`src/rtl/alu_seq_pkg.sv`:
```
`default_nettype none
// ============================================================================
// Module   : alu_seq_pkg
// Purpose  : Shared op codes, FSM encoding and select-stepping helper for
//            the ALU operation sequencer.
// Revision : 1.0 - initial release
// ============================================================================
package alu_seq_pkg;

    localparam logic [2:0] OP_NOP = 3'd0;
    localparam logic [2:0] OP_ADD = 3'd1;
    localparam logic [2:0] OP_SUB = 3'd2;
    localparam logic [2:0] OP_AND = 3'd3;
    localparam logic [2:0] OP_XOR = 3'd4;
    localparam logic [2:0] OP_MUL = 3'd5;
    localparam logic [2:0] OP_DIV = 3'd6;

    // Highest op code reachable by stepping; the next press wraps to ADD
    localparam logic [2:0] SEL_WRAP = OP_DIV;

    typedef enum logic [1:0] {
        ST_IDLE  = 2'd0,
        ST_ISSUE = 2'd1,
        ST_WAIT  = 2'd2,
        ST_DONE  = 2'd3
    } state_t;

    // NOP only appears out of reset; once stepping starts it cycles ADD..DIV
    function automatic logic [2:0] next_sel(input logic [2:0] cur);
        if (cur >= SEL_WRAP) begin
            return OP_ADD;
        end
        return cur + 3'd1;
    endfunction

endpackage
`default_nettype wire

```
`src/rtl/btn_debounce.sv`:
```
`default_nettype none
// ============================================================================
// Module   : btn_debounce
// Purpose  : Synchronizes a raw button, debounces it and emits a one-cycle
//            event on each accepted rising edge.
// Revision : 1.0 - initial release
// ============================================================================
module btn_debounce #(
    parameter int DEBOUNCE_CYCLES = 4
) (
    input  logic clk,
    input  logic reset,
    input  logic btn_raw,
    output logic press
);

    localparam int            CW        = (DEBOUNCE_CYCLES > 1) ? $clog2(DEBOUNCE_CYCLES) : 1;
    localparam logic [CW-1:0] C_CNT_MAX = CW'(DEBOUNCE_CYCLES - 1);

    logic          r_sync0;
    logic          r_sync1;
    logic          r_stable;
    logic          r_stable_d;
    logic          r_press;
    logic [CW-1:0] r_cnt;

    // Two-flop synchronizer for the asynchronous pin
    always_ff @(posedge clk) begin
        if (reset) begin
            r_sync0 <= 1'b0;
            r_sync1 <= 1'b0;
        end else begin
            r_sync0 <= btn_raw;
            r_sync1 <= r_sync0;
        end
    end

    // Accept a new level only after it persists; any bounce restarts the count
    always_ff @(posedge clk) begin
        if (reset) begin
            r_stable <= 1'b0;
            r_cnt    <= '0;
        end else if (r_sync1 != r_stable) begin
            if (r_cnt == C_CNT_MAX) begin
                r_stable <= r_sync1;
                r_cnt    <= '0;
            end else begin
                r_cnt <= r_cnt + 1'b1;
            end
        end else begin
            r_cnt <= '0;
        end
    end

    // One-cycle event on the rising edge of the accepted level
    always_ff @(posedge clk) begin
        if (reset) begin
            r_stable_d <= 1'b0;
            r_press    <= 1'b0;
        end else begin
            r_stable_d <= r_stable;
            r_press    <= r_stable & ~r_stable_d;
        end
    end

    assign press = r_press;

endmodule
`default_nettype wire

```
`src/rtl/alu_op_sequencer.sv`:
```
`default_nettype none
// ============================================================================
// Module   : alu_op_sequencer
// Purpose  : Steps the ALU op code from a button, launches one operation per
//            go press with a start/done handshake, latches the result and
//            flags a sticky timeout when the datapath never answers.
// Revision : 1.0 - initial release
// ============================================================================
module alu_op_sequencer
    import alu_seq_pkg::*;
#(
    parameter int DEBOUNCE_CYCLES = 4,
    parameter int TIMEOUT_CYCLES  = 64,
    parameter int WIDTH           = 8
) (
    input  logic               clk,
    input  logic               reset,
    input  logic               btn_sel,
    input  logic               btn_go,
    input  logic               alu_ready,
    input  logic               alu_done,
    input  logic [2*WIDTH-1:0] alu_result,
    output logic [2:0]         sel,
    output logic               alu_start,
    output logic [2*WIDTH-1:0] result,
    output logic               busy,
    output logic               error
);

    localparam int            TW       = (TIMEOUT_CYCLES > 1) ? $clog2(TIMEOUT_CYCLES) : 1;
    localparam logic [TW-1:0] C_TO_MAX = TW'(TIMEOUT_CYCLES - 1);

    state_t             r_state;
    state_t             w_state_next;
    logic               w_sel_evt;
    logic               w_go_evt;
    logic [2:0]         r_sel;
    logic [2*WIDTH-1:0] r_result;
    logic               r_error;
    logic [TW-1:0]      r_to_cnt;
    logic               w_launch;
    logic               w_step_sel;
    logic               w_issue;
    logic               w_latch;
    logic               w_timeout;

    btn_debounce #(.DEBOUNCE_CYCLES(DEBOUNCE_CYCLES)) u_db_sel (
        .clk     (clk),
        .reset   (reset),
        .btn_raw (btn_sel),
        .press   (w_sel_evt)
    );

    btn_debounce #(.DEBOUNCE_CYCLES(DEBOUNCE_CYCLES)) u_db_go (
        .clk     (clk),
        .reset   (reset),
        .btn_raw (btn_go),
        .press   (w_go_evt)
    );

    // Next-state decode and one-cycle control strobes
    always_comb begin
        w_state_next = r_state;
        w_launch     = 1'b0;
        w_step_sel   = 1'b0;
        w_issue      = 1'b0;
        w_latch      = 1'b0;
        w_timeout    = 1'b0;
        case (r_state)
            ST_IDLE: begin
                w_launch   = w_go_evt && (r_sel != OP_NOP) && alu_ready;
                // A coincident go press takes priority and swallows the sel press
                w_step_sel = w_sel_evt && !w_go_evt;
                if (w_launch) begin
                    w_state_next = ST_ISSUE;
                end
            end
            ST_ISSUE: begin
                w_issue      = 1'b1;
                w_state_next = ST_WAIT;
            end
            ST_WAIT: begin
                // Done is checked first so it wins over a coincident timeout
                if (alu_done) begin
                    w_latch      = 1'b1;
                    w_state_next = ST_DONE;
                end else if (r_to_cnt == C_TO_MAX) begin
                    w_timeout    = 1'b1;
                    w_state_next = ST_IDLE;
                end
            end
            ST_DONE: begin
                w_state_next = ST_IDLE;
            end
            default: begin
                w_state_next = ST_IDLE;
            end
        endcase
    end

    // FSM state register
    always_ff @(posedge clk) begin
        if (reset) begin
            r_state <= ST_IDLE;
        end else begin
            r_state <= w_state_next;
        end
    end

    // Op select, timeout counter, result latch and sticky error flag
    always_ff @(posedge clk) begin
        if (reset) begin
            r_sel    <= OP_NOP;
            r_result <= '0;
            r_error  <= 1'b0;
            r_to_cnt <= '0;
        end else begin
            if (w_step_sel) begin
                r_sel <= next_sel(r_sel);
            end
            if (w_issue) begin
                r_error  <= 1'b0;
                r_to_cnt <= '0;
            end else if (r_state == ST_WAIT) begin
                r_to_cnt <= r_to_cnt + 1'b1;
            end
            if (w_latch) begin
                r_result <= alu_result;
            end
            if (w_timeout) begin
                r_error <= 1'b1;
            end
        end
    end

    assign sel       = r_sel;
    assign alu_start = (r_state == ST_ISSUE);
    assign result    = r_result;
    assign busy      = (r_state != ST_IDLE);
    assign error     = r_error;

endmodule
`default_nettype wire

```
`config.mk`:
```
export PLATFORM = sky130hd
export DESIGN_NAME = alu_op_sequencer
export DESIGN_NICKNAME = d
export VERILOG_FILES = /design/src/rtl/alu_seq_pkg.sv /design/src/rtl/btn_debounce.sv /design/src/rtl/alu_op_sequencer.sv
export SDC_FILE = /design/constraint.sdc
export NUM_CORES = 1
export LEC_CHECK = 0
export CORE_MARGIN = 1.5
export CORE_UTILIZATION = 51
export DETAILED_ROUTE_END_ITERATION = 7
export PLACE_DENSITY = 0.86
export SETUP_SLACK_MARGIN = 0.3
export SKIP_LAST_GASP = 1
export SLEW_MARGIN = 0
export SYNTH_ARGS = -nofsm -noshare
export SYNTH_HDL_FRONTEND = slang
export SYNTH_SLANG_ARGS = --single-unit
```
`constraint.sdc`:
```
create_clock -name clk -period 2.65 [get_ports clk]
set_input_delay 0.795 -clock clk [delete_from_list [all_inputs] [get_ports clk]]
set_output_delay 0.795 -clock clk [all_outputs]
set_load 0.01 [all_outputs]
```
Word level (Yosys, flattened, before mapping)
Index checks and enable logic that the tools add are counted.
{ "totals": {"reg_bits": 42, "out_inout_bits": 22, "wordCells": 70} }
{ "op_classes": {"add_sub_neg": 4, "order_cmp": 1, "n_eq_ne": 10, "mux": 18, "bitwise": 6, "reduce_logical": 14} }
{ "op_table": {"columns": ["cell", "count"], "rows": [
  ["$mux 1", 12],
  ["$eq 2x2->1 const B", 4],
  ["$pmux 2 s4", 1],
  ["$add 6x1->6 const B", 1],
  ["$eq 6x6->1 const B", 1],
  ["$mux 2", 3],
  ["$mux 3", 2],
  ["$reduce_and 2->1", 3],
  ["$reduce_or 3->1", 2],
  ["$add 2x1->2 const B", 2],
  ["$not 1->1", 4],
  ["$reduce_bool 2->1", 2],
  ["$add 3x1->3 const B", 1],
  ["$ge 3x3->1 const B", 1],
  ["$logic_and 1x1->1", 3],
  ["$ne 3x3->1 const B", 1],
  ["$reduce_bool 3->1", 1],
  ["$and 1x1->1", 2],
  ["$eq 2x1->1 const B", 1],
  ["$logic_not 2->1", 1],
  ["$ne 1x1->1", 2],
  ["$ne 2x2->1 const B", 1],
  ["$reduce_or 2->1", 1],
  ["$logic_not 1->1", 1]
]} }

Longest topological paths before layout
{ "depth": {"ltp_word": 6, "mapped_depth": 6, "mapped_depth_nobuf": 5} }

Hierarchy
A second synthesis with hierarchy kept.
{ "unflattened": {"cells_unflattened": 170, "area_unflattened_um2": 1632.8} }
{ "modules_own_cells": {"columns": ["mod", "instances", "cells_per_inst", "area_per_inst_um2", "seq_area_each_um2"], "rows": [
  ["alu_op_sequencer", 1, 136, 1184.9, 560.5],
  ["btn_debounce", 2, 17, 224.0, 140.1]
]} }

Worst setup path before layout
No wires, ideal clock.
{ "synth_path": {"kind": "input-to-reg", "start": "in reset", "end": "reg u_db_go.r_stable", "arrival_ns": 1.391, "t_required_ns": 2.522, "slack_ns": 1.132, "path_stages": 3, "cell_sequence": "clkbuf_1 > clkbuf_1 > nor2_1"} }
{ "synth_lines": {"columns": ["element", "line_no", "rtl"], "rows": [
  ["from (decl)", "alu_op_sequencer.sv:17", "input logic reset,"],
  ["to (signal assigned)", "btn_debounce.sv:45", "r_stable <= r_sync1;"],
  ["to (decl)", "btn_debounce.sv:22", "logic r_stable;"]
]} }
No word-level cell between the ends.

Final worst setup path
{ "layout_path": {"start": "reg r_state[1]", "end": "out alu_start"} }
{ "layout_via": {"elab_chain_len": 1} }
{ "layout_lines": {"columns": ["element", "line_no", "rtl"], "rows": [
  ["from (decl)", "alu_op_sequencer.sv:33", "state_t r_state;"],
  ["from (signal assigned)", "alu_op_sequencer.sv:106", "r_state <= w_state_next;"],
  ["$eq 2x1->1", "alu_op_sequencer.sv:137", "assign alu_start = (r_state == ST_ISSUE);"],
  ["to (decl)", "alu_op_sequencer.sv:24", "output logic alu_start,"]
]} }
Every way passes these cells.

==> flow_results.org <==
** Power and ir drop
- Psw :: approximately 0.00022 W
- Across the VDD grid, the largest voltage drop is 0.0003616 V.
- The clock network accounts for 37.0% of the total power.
- Net switching is 20.44% of the power.
- Dividing total power by cell area gives a power density of slightly below 500 mW/mm2.
- Proportion of power drawn by combinational gates :: 4.8%
- Share of power burned in registers :: 58.3%
- For this design the static power due to leakage is ~0.8 nW.
- Internal portion of total power :: 0.0008661 W
- Total power :: 0.001089 W

** Worst setup path
- Together, buffers and inverters on the worst path number 2.
- Crit path max-delay family :: buffers and inverters
- Worst Path Required :: 1860 ps
- For the worst flop-to-flop path, the logic depth is 4.
- The critical path runs through a total of 3 cells.
- Kind of start point of the critical path :: flop
- Setup Crit Path Kind :: flop to primary output
- Category of the worst setup path capture point :: primary output
- Arrival time of the worst setup path :: about 1500 ps
- On the worst path, the slowest cell contributes a delay of about 520 ps.
- Largest fanout on the critical path :: 8
- Traced cell by cell, the critical path runs through nand2b_4, inv_2, clkdlybuf4s50_1.
- Standard cell with the maximum stage delay on the critical path :: sky130_fd_sc_hd__clkdlybuf4s50_1

** Place
- After detailed placement, the total cell area comes to 0.002097 mm2.
- Number of placed instances, taps included :: 260
- Pre-CTS WS :: 416.6 ps
- Port Buffer Count :: 43
- Routability-driven placement finished with a final weighted congestion of 0.8165.
- Detailed placement finished with a half-perimeter wire length of 2369 um.

** Drt
- Count of unresolved DRC violations after routing :: 0
- The detailed router placed 1318 vias in this run.
- The detailed router finished its first iteration with 63 violations.
- After detailed routing, the average wire length per cell comes to ~12 um.
- Wires add up to 3239 um.
- Before antenna repair, the detailed router went through 4 iterations.
- Final ANT Viol Nets :: 0
- Dividing the detail-routed via count by the number of cells gives 4.881.

** Yosys
- Seq/Total Area, Yosys :: 51.53%
- The cell area that synthesis handed to floorplanning was 0.001632 mm2.
- The cell count after synthesis came out at 177.
- For this run, the number of Yosys warnings is 0.
- Each instance of the synthesized netlist takes up on average 9.218 um2.
- Total nets after synthesis :: roughly 210
- Flop and latch count out of synthesis :: 42
- Yosys mapped the design onto 33 distinct sky130hd cell types.

** Global route
- Maximum number of pins on one net before global-route repair :: 18
- Global-route wire length before repair :: 5016 um
- Combined global-route utilization of all metal layers :: 19.19%
- Overflow left after global routing :: 0
- The number of global-route vias before repair came to 1166.
- Number of antenna violations at the first check in global routing :: 0

** Final layout
- The area growth from synthesis to layout is 34.74%.
- In the final design database the tool counted between 200 and 300 nets.
- Number of standard cells in the layout, taps in and fillers out :: 270
- With fillers left out, the area of the finished cells amounts to 0.002198 mm2.
- In the final layout, the multi-input gates occupy 718.2 um2.
- Fraction of final layout cells sized beyond drive strength 1 :: under 10%
- Filler Cells Inserted :: 246
- Number of diodes added for antenna fixing :: 0
- In the final layout, flip-flops and latches occupy 848.3 um2.

** Hold path
- The min-delay analysis places its worst path in the category flop to flop.
- Counting instances, the worst hold path has a depth of 1.

** Timing
- Setup-violating endpoint count in the final report :: 0
- Setup repair after global routing left no endpoint under its margin.
- Fin crit share :: 86.29%
- Setup slack on the critical path of the routed design comes to around 360 ps.
- Worst slew margin :: 63.77%
- The number of pins with negative max-slew slack in the final report was 0.
- Based on the critical path, the design can be clocked at up to 437.3 MHz.
- For the pin with the worst max-slew slack, the measured transition is roughly 540 ps.
- Subtracting the final worst setup slack from the clock period gives 2287 ps.
- Clock skew on the completed layout was measured at 11.28 ps.
- Final hold violation count :: 0
- Aggregate negative setup slack :: 0 ps

** Die
- Pin placement for this block handled 44 I/O pins.
- The die is 59.56 um wide.
- For this configuration, the core starts out at a cell density of 53.44%.
- In this run the vertical extent of the chip is between 50 and 60 um.
- Floorplan row count :: 20
- In this run the standard cell core region covers 0.003053 mm2.
- Die Outline Area :: between 0.003 and 0.004 mm2

** Run status
- Outcome :: finished, final reports clean

** Clock tree
- Reg clk slew, reported paths :: 120 ps
- The tree is rooted in a sky130_fd_sc_hd__clkbuf_4.
- CTS built an H-tree with a depth of 2.
- Clock tree synthesis found a total of 42 sinks.
- Clock buffers created by TritonCTS :: 5
- TritonCTS built the clock tree.
- Clock Tree Buf Depth :: 2
- Clock network latency to the later pin of the worst-skew pair :: around 350 ps

** Run
- Number of max-cap violations :: 0
## area by class of cell
cell class,count,share of cell area [%]
inverters,8,1.366
repair buffers,48,21.29
clock buffers,6,1.878
multi-input cells,120,32.67
well taps,44,2.504
flip-flops and latches,42,38.59
clock inverters,2,1.707
## per-stage QoR
stage | utilization [%] | hold WS (ps)
final | 72.01 | 377.7
after global routing | 72.01 | 401.7
after CTS | 71.35 | 383.5
after detailed placement | 68.69 | 376.2
after global placement | 68.69 | 370.9
after floorplan | - | 367.4
## worst reg2reg max path: cells and delay by family, from the launching register on
family / cells / cell delay (ps)
AND/OR/NAND/NOR: 1 / 530
flip-flops: 1 / 390
AO/OA/AOI/OAI: 2 / 230
buffers and inverters: 1 / 140
## synthesized netlist by cell type
cell type	number	share of area [%]
sky130_fd_sc_hd__nand3b_1	1	0.46
sky130_fd_sc_hd__or4b_1	1	0.61
sky130_fd_sc_hd__and3b_1	1	0.54
sky130_fd_sc_hd__a21oi_1	21	6.4
sky130_fd_sc_hd__a32o_1	1	0.61
sky130_fd_sc_hd__a211o_1	1	0.54
sky130_fd_sc_hd__nand4b_4	1	1.5
sky130_fd_sc_hd__dfxtp_1	42	52
sky130_fd_sc_hd__xnor2_1	4	2.1
sky130_fd_sc_hd__ha_1	6	4.6
sky130_fd_sc_hd__or2_1	1	0.38
sky130_fd_sc_hd__o21ai_1	1	0.31
sky130_fd_sc_hd__nand2b_4	1	0.84
sky130_fd_sc_hd__o2111ai_1	2	1.1
sky130_fd_sc_hd__clkbuf_1	3	0.69
sky130_fd_sc_hd__nor2b_1	9	3.5
sky130_fd_sc_hd__a31oi_1	1	0.38
sky130_fd_sc_hd__o21ai_0	3	0.92
sky130_fd_sc_hd__and2_1	1	0.38
sky130_fd_sc_hd__buf_6	1	0.69
sky130_fd_sc_hd__inv_2	1	0.23
sky130_fd_sc_hd__buf_2	1	0.31
sky130_fd_sc_hd__or3_1	5	1.9
sky130_fd_sc_hd__nand3_1	3	0.92
sky130_fd_sc_hd__inv_1	7	1.6
sky130_fd_sc_hd__nor4b_2	1	0.92
sky130_fd_sc_hd__nor2_1	9	2.1
sky130_fd_sc_hd__nand2_1	37	8.5
sky130_fd_sc_hd__mux2i_1	3	1.8
sky130_fd_sc_hd__nand3b_2	1	0.69
sky130_fd_sc_hd__buf_4	2	0.92
sky130_fd_sc_hd__nor3_1	2	0.61
sky130_fd_sc_hd__o31ai_1	3	1.4
## registers in the layout, summed over array words and instances (netlist names), 2 cells and up
| register | count |
|---|---|
| r_to_cnt | 6 |
| sel | 3 |
| u_db_go.r_cnt | 2 |
| u_db_sel.r_cnt | 2 |
| result | 16 |
| r_state | 2 |
## worst paths after layout
path | from | end | slack, ps
worst max-delay path | r_state[1] | alu_start | 360
worst min-delay path | u_db_go.r_stable_d | u_db_go.press | 380
worst max register to register | r_state[1] | sel[2] | 1260
worst min register to register | u_db_go.r_stable_d | u_db_go.press | 380
## power by group through the flow
stage / logic (W) / clock network, W / registers [W]
after CTS: 0.0000519 / 0.000415 / 0.000637
after floorplan: 0.0000128 / 0 / 0.000650
after global routing: 0.0000552 / 0.000446 / 0.000635
after global placement: 0.0000510 / 0 / 0.000651
final: 0.0000518 / 0.000402 / 0.000634
after detailed placement: 0.0000513 / 0 / 0.000651
## logic make-up (layout without fill, tap and decap cells)
group,Yosys count,after routing,synth area share (%)
simple gates,74,74,23.77
flops,42,42,51.53
compound gates,33,33,11.66
buf+inv,15,64,4.447
fa+ha+maj,6,6,4.601
xor+xnor,4,4,2.147
mux,3,3,1.841
## what timing repair did
action,in CTS,in global routing
buffers inserted,0,2
endpoints found under the hold margin,0,0
resized for setup,2,2
pin swaps,0,0
setup endpoints to repair,2,2
hold buffers,0,0
## layout by cell type (no fill, tap or decap), drive strengths merged, types with 2 or more instances in the layout
cell type / instances
nand3b: 2
clkdlybuf4s50: 43
dfxtp: 42
or3: 5
nand2: 37
nor3: 2
inv: 8
mux2i: 3
o21ai: 4
nor2b: 9
nand3: 3
o31ai: 3
a21oi: 21
xnor2: 4
clkbuf: 6
nor2: 9
o2111ai: 2
ha: 6
buf: 5
## routing by layer
layer  vias to the layer above  track usage (%)  wire length [um]
li1                        686                -                 -
met1                       584            23.97              1508
met2                        44            30.30              1492
met3                         4            7.860               215
met4                         0            6.032                23
met5                         -                0                 0
Power figures use the tool's default switching activity.
